`src/rtl/mem_io_bridge.sv`:
```
// CPU memory/IO bridge: RAM pass-through, UART TX FIFO and RX pop,
// free-running cycle counter with snapshot, sticky program-finish flag.
module mem_io_bridge #(
   parameter int TX_DEPTH    = 8,
   parameter int FULL_MARGIN = 2
) (
   input  logic        clk_in,
   input  logic        rst_in,
   input  logic [31:0] mem_a,
   input  logic [7:0]  mem_dout,
   input  logic        mem_wr,
   output logic [7:0]  mem_din,
   output logic        io_buffer_full,
   output logic        ram_en,
   output logic        ram_wr,
   output logic [16:0] ram_a,
   output logic [7:0]  ram_dout,
   input  logic [7:0]  ram_din,
   output logic [7:0]  tx_data,
   output logic        tx_valid,
   input  logic        tx_ready,
   input  logic [7:0]  rx_data,
   input  logic        rx_valid,
   output logic        rx_pop,
   output logic        program_finish
);

   localparam int PW = $clog2(TX_DEPTH);
   localparam int CW = PW + 1;

   typedef enum logic [2:0] {
      SRC_ZERO, SRC_RAM, SRC_RX, SRC_C0, SRC_C1, SRC_C2, SRC_C3
   } src_e;

   src_e          src_q, src_d;
   logic [31:0]   cnt_q, snap_q;
   logic [7:0]    rx_q;
   logic          pop_q, fin_q, bfull_q, bfull_d;
   logic [CW-1:0] cnt_tx_q, cnt_tx_d;
   logic [PW-1:0] wp_q, rp_q;
   logic [7:0]    fifo_q [TX_DEPTH];

   logic          is_io, rd_rx, snap_ld, push, fin_set, tx_pop, full, acc;
   logic [15:0]   off;
   logic [7:0]    push_data;
   logic          unused_hi;

   assign unused_hi = ^mem_a[31:18];
   assign is_io     = (mem_a[17:16] == 2'b11);
   assign off       = mem_a[15:0];

   assign ram_en   = ~is_io;
   assign ram_wr   = mem_wr & ~is_io;
   assign ram_a    = mem_a[16:0];
   assign ram_dout = mem_dout;

   assign rd_rx     = is_io & ~mem_wr & (off == 16'd0) & rx_valid;
   assign snap_ld   = is_io & ~mem_wr & (off == 16'd4);
   assign fin_set   = is_io & mem_wr & (off == 16'd4);
   assign push      = fin_set | (is_io & mem_wr & (off == 16'd0) & (mem_dout != 8'h00));
   assign push_data = fin_set ? 8'h00 : mem_dout;

   // A pop in the same cycle frees the slot, so a push at full is still taken
   assign tx_pop   = tx_valid & tx_ready;
   assign full     = (cnt_tx_q == CW'(TX_DEPTH));
   assign acc      = push & (~full | tx_pop);
   assign cnt_tx_d = cnt_tx_q + CW'(acc) - CW'(tx_pop);
   assign bfull_d  = ((CW'(TX_DEPTH) - cnt_tx_d) <= CW'(FULL_MARGIN));

   assign tx_valid       = (cnt_tx_q != '0);
   assign tx_data        = fifo_q[rp_q];
   assign io_buffer_full = bfull_q;
   assign rx_pop         = pop_q;
   assign program_finish = fin_q;

   always_comb begin
      src_d = SRC_ZERO;
      if (!mem_wr) begin
         if (!is_io) begin
            src_d = SRC_RAM;
         end else begin
            case (off)
               16'd0:   src_d = rx_valid ? SRC_RX : SRC_ZERO;
               16'd4:   src_d = SRC_C0;
               16'd5:   src_d = SRC_C1;
               16'd6:   src_d = SRC_C2;
               16'd7:   src_d = SRC_C3;
               default: src_d = SRC_ZERO;
            endcase
         end
      end
   end

   always_comb begin
      mem_din = 8'h00;
      case (src_q)
         SRC_RAM: mem_din = ram_din;
         SRC_RX:  mem_din = rx_q;
         SRC_C0:  mem_din = snap_q[7:0];
         SRC_C1:  mem_din = snap_q[15:8];
         SRC_C2:  mem_din = snap_q[23:16];
         SRC_C3:  mem_din = snap_q[31:24];
         default: mem_din = 8'h00;
      endcase
   end

   always_ff @(posedge clk_in or posedge rst_in) begin
      if (rst_in) begin
         src_q    <= SRC_ZERO;
         cnt_q    <= '0;
         snap_q   <= '0;
         rx_q     <= '0;
         pop_q    <= 1'b0;
         fin_q    <= 1'b0;
         bfull_q  <= 1'b0;
         cnt_tx_q <= '0;
         wp_q     <= '0;
         rp_q     <= '0;
      end else begin
         src_q    <= src_d;
         cnt_q    <= cnt_q + 32'd1;
         pop_q    <= rd_rx;
         bfull_q  <= bfull_d;
         cnt_tx_q <= cnt_tx_d;
         wp_q     <= wp_q + PW'(acc);
         rp_q     <= rp_q + PW'(tx_pop);
         if (snap_ld) snap_q <= cnt_q;
         if (rd_rx)   rx_q   <= rx_data;
         if (fin_set) fin_q  <= 1'b1;
      end
   end

   // Storage needs no reset: entries are only visible through the count
   always_ff @(posedge clk_in) begin
      if (acc) fifo_q[wp_q] <= push_data;
   end

endmodule

```
`config.mk`:
```
export PLATFORM = sky130hd
export DESIGN_NAME = mem_io_bridge
export DESIGN_NICKNAME = d
export VERILOG_FILES = /design/src/rtl/mem_io_bridge.sv
export SDC_FILE = /design/constraint.sdc
export NUM_CORES = 1
export LEC_CHECK = 0
export CORE_MARGIN = 1.5
export CORE_UTILIZATION = 48
export DETAILED_ROUTE_END_ITERATION = 12
export PLACE_DENSITY = 0.76
export SYNTH_ARGS = -nofsm -noshare
export SYNTH_HDL_FRONTEND = slang
export SYNTH_SLANG_ARGS = --single-unit
```
`constraint.sdc`:
```
create_clock -name clk_in -period 8.17 [get_ports clk_in]
set_input_delay 2.0425 -clock clk_in [delete_from_list [all_inputs] [get_ports clk_in]]
set_output_delay 2.0425 -clock clk_in [all_outputs]
set_load 0.01 [all_outputs]
```
==> flow_metrics.env, run 1 <==
export IMPL_layout_cells_most_common="sky130_fd_sc_hd__clkdlybuf4s50_1"
export IMPL_power_after_layout_mw=2.05
export IMPL_peakVddDrop_mv=0.160
export IMPL_clock_latency_ns=0.43
export IMPL_total_of_cells_resized_after_clock_tree_synthesis=0
export IMPL_final_max_slew_viol_count=0
export IMPL_internal_power_mw=1.52
export IMPL_worst_path_most_repeated_cell="sky130_fd_sc_hd__clkdlybuf4s50_1"
export IMPL_layout_cell_share_with_drive_strength_beyond_1_pct=19.6
export IMPL_maxCapViolCount=0
export IMPL_clock_tree_from_tritoncts="built"
export IMPL_post_route_fraction_of_the_period_consumed_by_the_critical_path_pct=69.2
export IMPL_ys_flop_type="sky130_fd_sc_hd__dfrtp_1"
export IMPL_core_region_area_um2=13900
export IMPL_count_of_flip_flops_with_a_built_in_enable_after_synthesis=64
export IMPL_cpMaxStageDelayCell="sky130_fd_sc_hd__clkdlybuf4s50_1"
export IMPL_place_detailed_hpwl_um=9800
export IMPL_timing_hold_worst_class="register to register"
export IMPL_post_cts_buffers=0
export IMPL_grtUsageTotal_pct=20.3
export IMPL_worstPathBufferInverterCount=2
export IMPL_power_sequential_fraction_pct=42.9
export IMPL_layout_common_cells="93 x sky130_fd_sc_hd__clkdlybuf4s50_1, 88 x sky130_fd_sc_hd__dfrtp_1, 64 x sky130_fd_sc_hd__edfxtp_1, 55 x sky130_fd_sc_hd__mux2_2, 21 x sky130_fd_sc_hd__nand3_1"
export IMPL_ys_async_sr_fraction_pct=57.9
export IMPL_post_route_min_period_ns=5.66
export IMPL_power_switching_mw=0.532
export IMPL_insertedDiodeCount=0
export IMPL_dieWidth_um=123
export IMPL_die_area_um2=15100
export IMPL_hold_viol_final=0
export IMPL_floorplan_die_height_um=123
export IMPL_areaGrowthSynthToFinish_pct=22.2
export IMPL_static_leakage_nw=3.44
export IMPL_grt_start_max_net_pins=68
export IMPL_synth_area_um2=6900
export IMPL_synth_avg_cell_area_um2=14.1
export IMPL_fmax_mhz=177
export IMPL_wl_per_cell_um=18.7
export IMPL_num_vias=4168
export IMPL_first_pass_iters=4
export IMPL_timing_critical_path_cells="clkdlybuf4s50_1 -> mux2_2 -> a221oi_1 -> a21oi_1 -> clkdlybuf4s50_1"
export IMPL_timing_worst_setup_path_type="input port to output port"
export IMPL_drt_drc_violations_left=0
export IMPL_routed_wl_um=14300
export IMPL_grt_pass1_vias=4395
export IMPL_synth_seq_area_share_pct=59.8
export IMPL_largest_fanout_of_any_net_on_the_critical_path=1
export IMPL_postCtsHoldBufs=0
export IMPL_synth_nets=563
export IMPL_overflow_left_after_global_routing=0
export IMPL_critical_path_required_ns=6.13
export IMPL_skew_ns=0.00778
export IMPL_dpl_cell_area_um2=7850
export IMPL_timing_worst_slew_pin_value_ns=1.02
export IMPL_setup_viol=0
export IMPL_ctsLongestPathBuffers=2
export IMPL_final_util_pct=60.5
export IMPL_rsz0062_at_grt="no"
export IMPL_power_combinational_fraction_pct=19.9
export IMPL_cts_buffers=17
export IMPL_crit_path_start_kind="input port"
export IMPL_power_density_nw_per_um2=243
export IMPL_io_pins=108
export IMPL_outcome="finished clean"
export IMPL_cts_htree_levels=4
export IMPL_power_clock_fraction_pct=37.2
export IMPL_arrival_ns=3.62
export IMPL_antenna_violating_nets_post_route=0
export IMPL_buffer_ports_inserted=93
export IMPL_clkTransAtPathRegs_ns=0.06
export IMPL_cts_sinks=152
export IMPL_stdcell_count=761
export IMPL_start_util_pct=49.5
export IMPL_postSynthRegisterBits=152
export IMPL_drt_vias_per_instance=5.48
export IMPL_place_gp_congestion=0.792
export IMPL_yosysWarnings=0
export IMPL_std_cell_rows=43
export IMPL_crit_path_largest_cell_delay_ns=0.53
export IMPL_root_buffer="sky130_fd_sc_hd__clkbuf_16"
export IMPL_switch_share_pct=26.0
export IMPL_dp_cells=729
export IMPL_wire_length_of_the_first_global_routing_pass_um=22300
export IMPL_post_synth_num_cell_types=39
export IMPL_grt_antenna_before_repair=0
export IMPL_final_area_um2=8430
export IMPL_family_of_cells_with_the_greatest_summed_delay_on_the_critical_path="buffers and inverters"
export IMPL_critical_path_endpoint_type="output port"
export IMPL_final_nets=643
export IMPL_synthCells=488
export IMPL_tns_ns=0
export IMPL_drt_iter0_drc=224
export IMPL_timing_max_slew_rel_slack_pct=32.1
==> flip-flops by register name, indices dropped and copies added (netlist names) <==
| signal | cells |
|---|---|
| fifo_q | 64 |
| cnt_q | 32 |
| snap_q | 32 |
| rx_q | 8 |
| cnt_tx_q | 4 |
| rp_q | 3 |
| src_q | 3 |
| wp_q | 3 |
| io_buffer_full | 1 |
| program_finish | 1 |
| rx_pop | 1 |
==> metrics by stage <==
| step | setup slack, ns | hold WS [ns] |
|---|---|---|
| after global placement | 2.48 | 0.453 |
| final | 2.51 | 0.471 |
| after floorplan | 3.31 | 0.436 |
| after global routing | 2.42 | 0.491 |
| after CTS | 2.49 | 0.474 |
| after detailed placement | 2.42 | 0.455 |
==> cells in the mapped netlist, drive strengths merged, types with 2 or more instances <==
cell type / n / area (µm²)
or4: 4 / 30.0
mux2: 56 / 631
nor3: 11 / 60.1
buf: 31 / 234
nor4: 14 / 87.6
mux2i: 9 / 90.1
a221oi: 8 / 70.1
mux4: 16 / 360
ha: 13 / 163
a21oi: 17 / 85.1
or3: 2 / 12.5
nand2b: 3 / 18.8
nor2: 14 / 52.6
dfrtp: 88 / 2200
a21o: 2 / 15.0
xor2: 15 / 131
nor2b: 5 / 31.3
and4: 5 / 43.8
nand4: 6 / 37.5
and2: 13 / 81.3
inv: 14 / 52.6
nand3: 21 / 105
clkbuf: 11 / 41.3
edfxtp: 64 / 1920
and3: 5 / 31.3
xnor2: 20 / 175
nand2: 14 / 52.6
==> power groups by stage <==
stage / registers, mW / logic (mW) / clock network [mW]
after floorplan: 0.843 / 0.307 / 0
after global placement: 0.897 / 0.395 / 0
after detailed placement: 0.898 / 0.410 / 0
after CTS: 0.883 / 0.414 / 0.771
after global routing: 0.888 / 0.450 / 0.807
final: 0.879 / 0.408 / 0.762
==> final timing paths <==
check | startpoint | to | slack [ns] | cells after the start
min in group asynchronous | rst_in | rp_q[0]$_DFF_PP0_ | 1.94 | 2
min reg2reg | cnt_q[31]$_DFF_PP0_ | cnt_q[31]$_DFF_PP0_ | 0.47 | 1
max in group asynchronous | rst_in | cnt_q[11]$_DFF_PP0_ | 5.03 | 3
min | cnt_q[31]$_DFF_PP0_ | cnt_q[31]$_DFF_PP0_ | 0.47 | 1
max | ram_din[4] | mem_din[4] | 2.51 | 5
max reg2reg | cnt_tx_q[2]$_DFF_PP0_ | io_buffer_full$_DFF_PP0_ | 5.26 | 14
==> routing by layer <==
layer  up-vias  wire, µm  GRT usage (%)
li1       1940         -              -
met1      2102      5890           24.2
met2        97      7460           34.3
met3        29       591           5.90
met4         0       305           8.72
met5         -         0              0
==> logic make-up (layout without fill, tap and decap cells) <==
| group | after synthesis | after routing | synth area share (%) |
|---|---|---|---|
| buffers and inverters | 56 | 149 | 4.75 |
| AOI/OAI and AO/OA | 29 | 29 | 2.63 |
| DFF | 152 | 152 | 59.8 |
| muxes | 81 | 81 | 15.7 |
| and+or+nand+nor | 121 | 121 | 10.0 |
| adders and majority gates | 14 | 14 | 2.65 |
| xor gates and xnor gates | 35 | 35 | 4.45 |
==> final cells by class <==
type / instances / area (µm²)
fillers: 1037 / 5510
flip-flops and latches: 152 / 4120
multi-input cells: 280 / 2440
repair buffers: 103 / 1010
clock buffers: 19 / 433
well taps: 180 / 225
clock inverters: 13 / 144
inverters: 14 / 53.8
Power figures use the tool's default switching activity.
==> run 2: changes to the inputs <==
- clock period: 8.17 -> 5.8 ns (I/O delays scaled with it)
==> flow_metrics.env, run 2 (same netlist as run 1, synthesis figures left out) <==
export IMPL_timing_worst_slew_pin_value_ns=1.04
export IMPL_clock_tree_from_tritoncts="built"
export IMPL_layout_cell_share_with_drive_strength_beyond_1_pct=20.0
export IMPL_cts_sinks=152
export IMPL_capture_instance_of_the_worst_register_to_register_path="io_buffer_full$_DFF_PP0_"
export IMPL_largest_fanout_of_any_net_on_the_critical_path=4
export IMPL_final_max_slew_viol_count=0
export IMPL_arrival_ns=5.03
export IMPL_dpl_cell_area_um2=7850
export IMPL_first_pass_iters=4
export IMPL_drt_drc_violations_left=0
export IMPL_seqCellArea_um2=4120
export IMPL_drt_iter0_drc=249
export IMPL_skew_ns=0.00962
export IMPL_place_detailed_hpwl_um=9750
export IMPL_largestRegisters="fifo_q: 64 flops, cnt_q: 32 flops, snap_q: 32 flops"
export IMPL_layout_cells_most_common="sky130_fd_sc_hd__clkdlybuf4s50_1"
export IMPL_grtUsageTotal_pct=20.2
export IMPL_antenna_violating_nets_post_route=0
export IMPL_max_flop_register="fifo_q"
export IMPL_wl_per_cell_um=18.4
export IMPL_post_route_fraction_of_the_period_consumed_by_the_critical_path_pct=80.9
export IMPL_place_gp_congestion=0.787
export IMPL_layout_common_cells="93 x sky130_fd_sc_hd__clkdlybuf4s50_1, 88 x sky130_fd_sc_hd__dfrtp_1, 64 x sky130_fd_sc_hd__edfxtp_1, 55 x sky130_fd_sc_hd__mux2_2, 21 x sky130_fd_sc_hd__nand3_1"
export IMPL_power_density_nw_per_um2=343
export IMPL_wire_length_of_the_first_global_routing_pass_um=22300
export IMPL_fillerInstances=1061
export IMPL_root_buffer="sky130_fd_sc_hd__clkbuf_16"
export IMPL_largest_register_ff_count=64
export IMPL_routed_wl_um=14000
export IMPL_total_of_cells_resized_after_clock_tree_synthesis=0
export IMPL_timing_hold_worst_class="register to register"
export IMPL_rsz0062_at_grt="no"
export IMPL_insertedDiodeCount=0
export IMPL_buffer_ports_inserted=93
export IMPL_timing_max_slew_rel_slack_pct=30.5
export IMPL_fmax_mhz=213
export IMPL_grt_start_max_net_pins=47
export IMPL_post_route_min_period_ns=4.69
export IMPL_overflow_left_after_global_routing=0
export IMPL_cp_endpoint="io_buffer_full$_DFF_PP0_"
export IMPL_cts_buffers=17
export IMPL_worst_setup_path_startpoint="mem_a[5]"
export IMPL_static_leakage_nw=3.44
export IMPL_final_nets=643
export IMPL_final_area_um2=8440
export IMPL_crit_reg2reg_launch="cnt_tx_q[2]$_DFF_PP0_"
export IMPL_areaGrowthSynthToFinish_pct=22.4
export IMPL_floorplan_die_height_um=123
export IMPL_dieWidth_um=123
export IMPL_post_cts_buffers=0
export IMPL_ctsLongestPathBuffers=2
export IMPL_grt_antenna_before_repair=0
export IMPL_num_vias=4136
export IMPL_io_pins=108
export IMPL_crit_path_start_kind="input port"
export IMPL_worst_r2r_cell_count=15
export IMPL_grt_pass1_vias=4323
export IMPL_multiInputGateArea_um2=2440
export IMPL_critical_path_endpoint_type="register"
export IMPL_drt_vias_per_instance=5.43
export IMPL_die_area_um2=15100
export IMPL_core_region_area_um2=13900
export IMPL_postCtsHoldBufs=0
export IMPL_clkTransAtPathRegs_ns=0.07
export IMPL_outcome="finished clean"
export IMPL_setup_viol=0
export IMPL_cts_htree_levels=4
export IMPL_timing_worst_setup_path_type="input port to register"
export IMPL_peakVddDrop_mv=0.167
export IMPL_start_util_pct=49.5
export IMPL_tns_ns=0
export IMPL_minimum_setup_slack_among_reg_to_reg_paths_ns=2.91
export IMPL_critical_path_required_ns=6.14
export IMPL_std_cell_rows=43
export IMPL_hold_viol_final=0
export IMPL_maxCapViolCount=0
export IMPL_clock_latency_ns=0.42
-- run 2: cell type report --
type,instances,share of cell area [%]
sequential,152,48.9
multi-input combinational,280,29.0
timing repair buffer,103,11.9
clock buffer,17,5.04
tap,180,2.67
clock inverter,15,1.90
inverter,14,0.638
-- run 2: metrics by stage --
step / power, mW / worst slack [ns] / utilization [%] / hold WS [ns] / cells
after floorplan: 1.62 / 1.53 / - / 0.436 / 488
after global placement: 1.82 / 0.735 / 56.4 / 0.457 / 729
after detailed placement: 1.84 / 0.674 / 56.4 / 0.461 / 729
after CTS: 2.92 / 1.12 / 60.6 / 0.476 / 761
after global routing: 3.03 / 0.695 / 60.6 / 0.509 / 761
final: 2.89 / 1.11 / 60.6 / 0.471 / 761
-- run 2: worst min path at each step --
stage / start / endpoint / slack (ns) / cells after the start
floorplan: cnt_q[31]$_DFF_PP0_ / cnt_q[31]$_DFF_PP0_ / 0.44 / 1
global placement: cnt_q[31]$_DFF_PP0_ / cnt_q[31]$_DFF_PP0_ / 0.46 / 1
detailed placement: program_finish$_DFFE_PP0P_ / program_finish$_DFFE_PP0P_ / 0.46 / 1
CTS: program_finish$_DFFE_PP0P_ / program_finish$_DFFE_PP0P_ / 0.48 / 1
global route: program_finish$_DFFE_PP0P_ / program_finish$_DFFE_PP0P_ / 0.51 / 1
finish: program_finish$_DFFE_PP0P_ / program_finish$_DFFE_PP0P_ / 0.47 / 1
-- run 2: metal layers --
layer | up-vias | GRT usage (%) | wire (µm)
met5 | - | 0 | 0
met3 | 12 | 5.48 | 612
met1 | 2079 | 26.6 | 6100
met2 | 95 | 31.9 | 7090
met4 | 0 | 7.99 | 165
li1 | 1950 | - | -
-- run 2: critical path, cell delays in order --
cell                              delay [ns]
sky130_fd_sc_hd__clkdlybuf4s50_1        0.41
sky130_fd_sc_hd__or4_1                  0.56
sky130_fd_sc_hd__nor4_1                 0.61
sky130_fd_sc_hd__nand4_1                0.22
sky130_fd_sc_hd__ha_1                   0.33
sky130_fd_sc_hd__inv_1                  0.06
sky130_fd_sc_hd__ha_1                   0.15
sky130_fd_sc_hd__inv_1                  0.06
sky130_fd_sc_hd__fa_1                   0.37
sky130_fd_sc_hd__xor2_1                 0.25
sky130_fd_sc_hd__inv_1                  0.10
sky130_fd_sc_hd__nor3b_1                0.20
sky130_fd_sc_hd__o21ai_0                0.10
sky130_fd_sc_hd__mux2i_1                0.15
-- run 2: where the power goes --
group          internal (mW)  leakage, nW  switching, mW
Combinational          0.347         1.39          0.226
Clock                  0.608        0.279          0.471
Sequential              1.15         1.77         0.0891
Total                   2.11         3.44          0.786
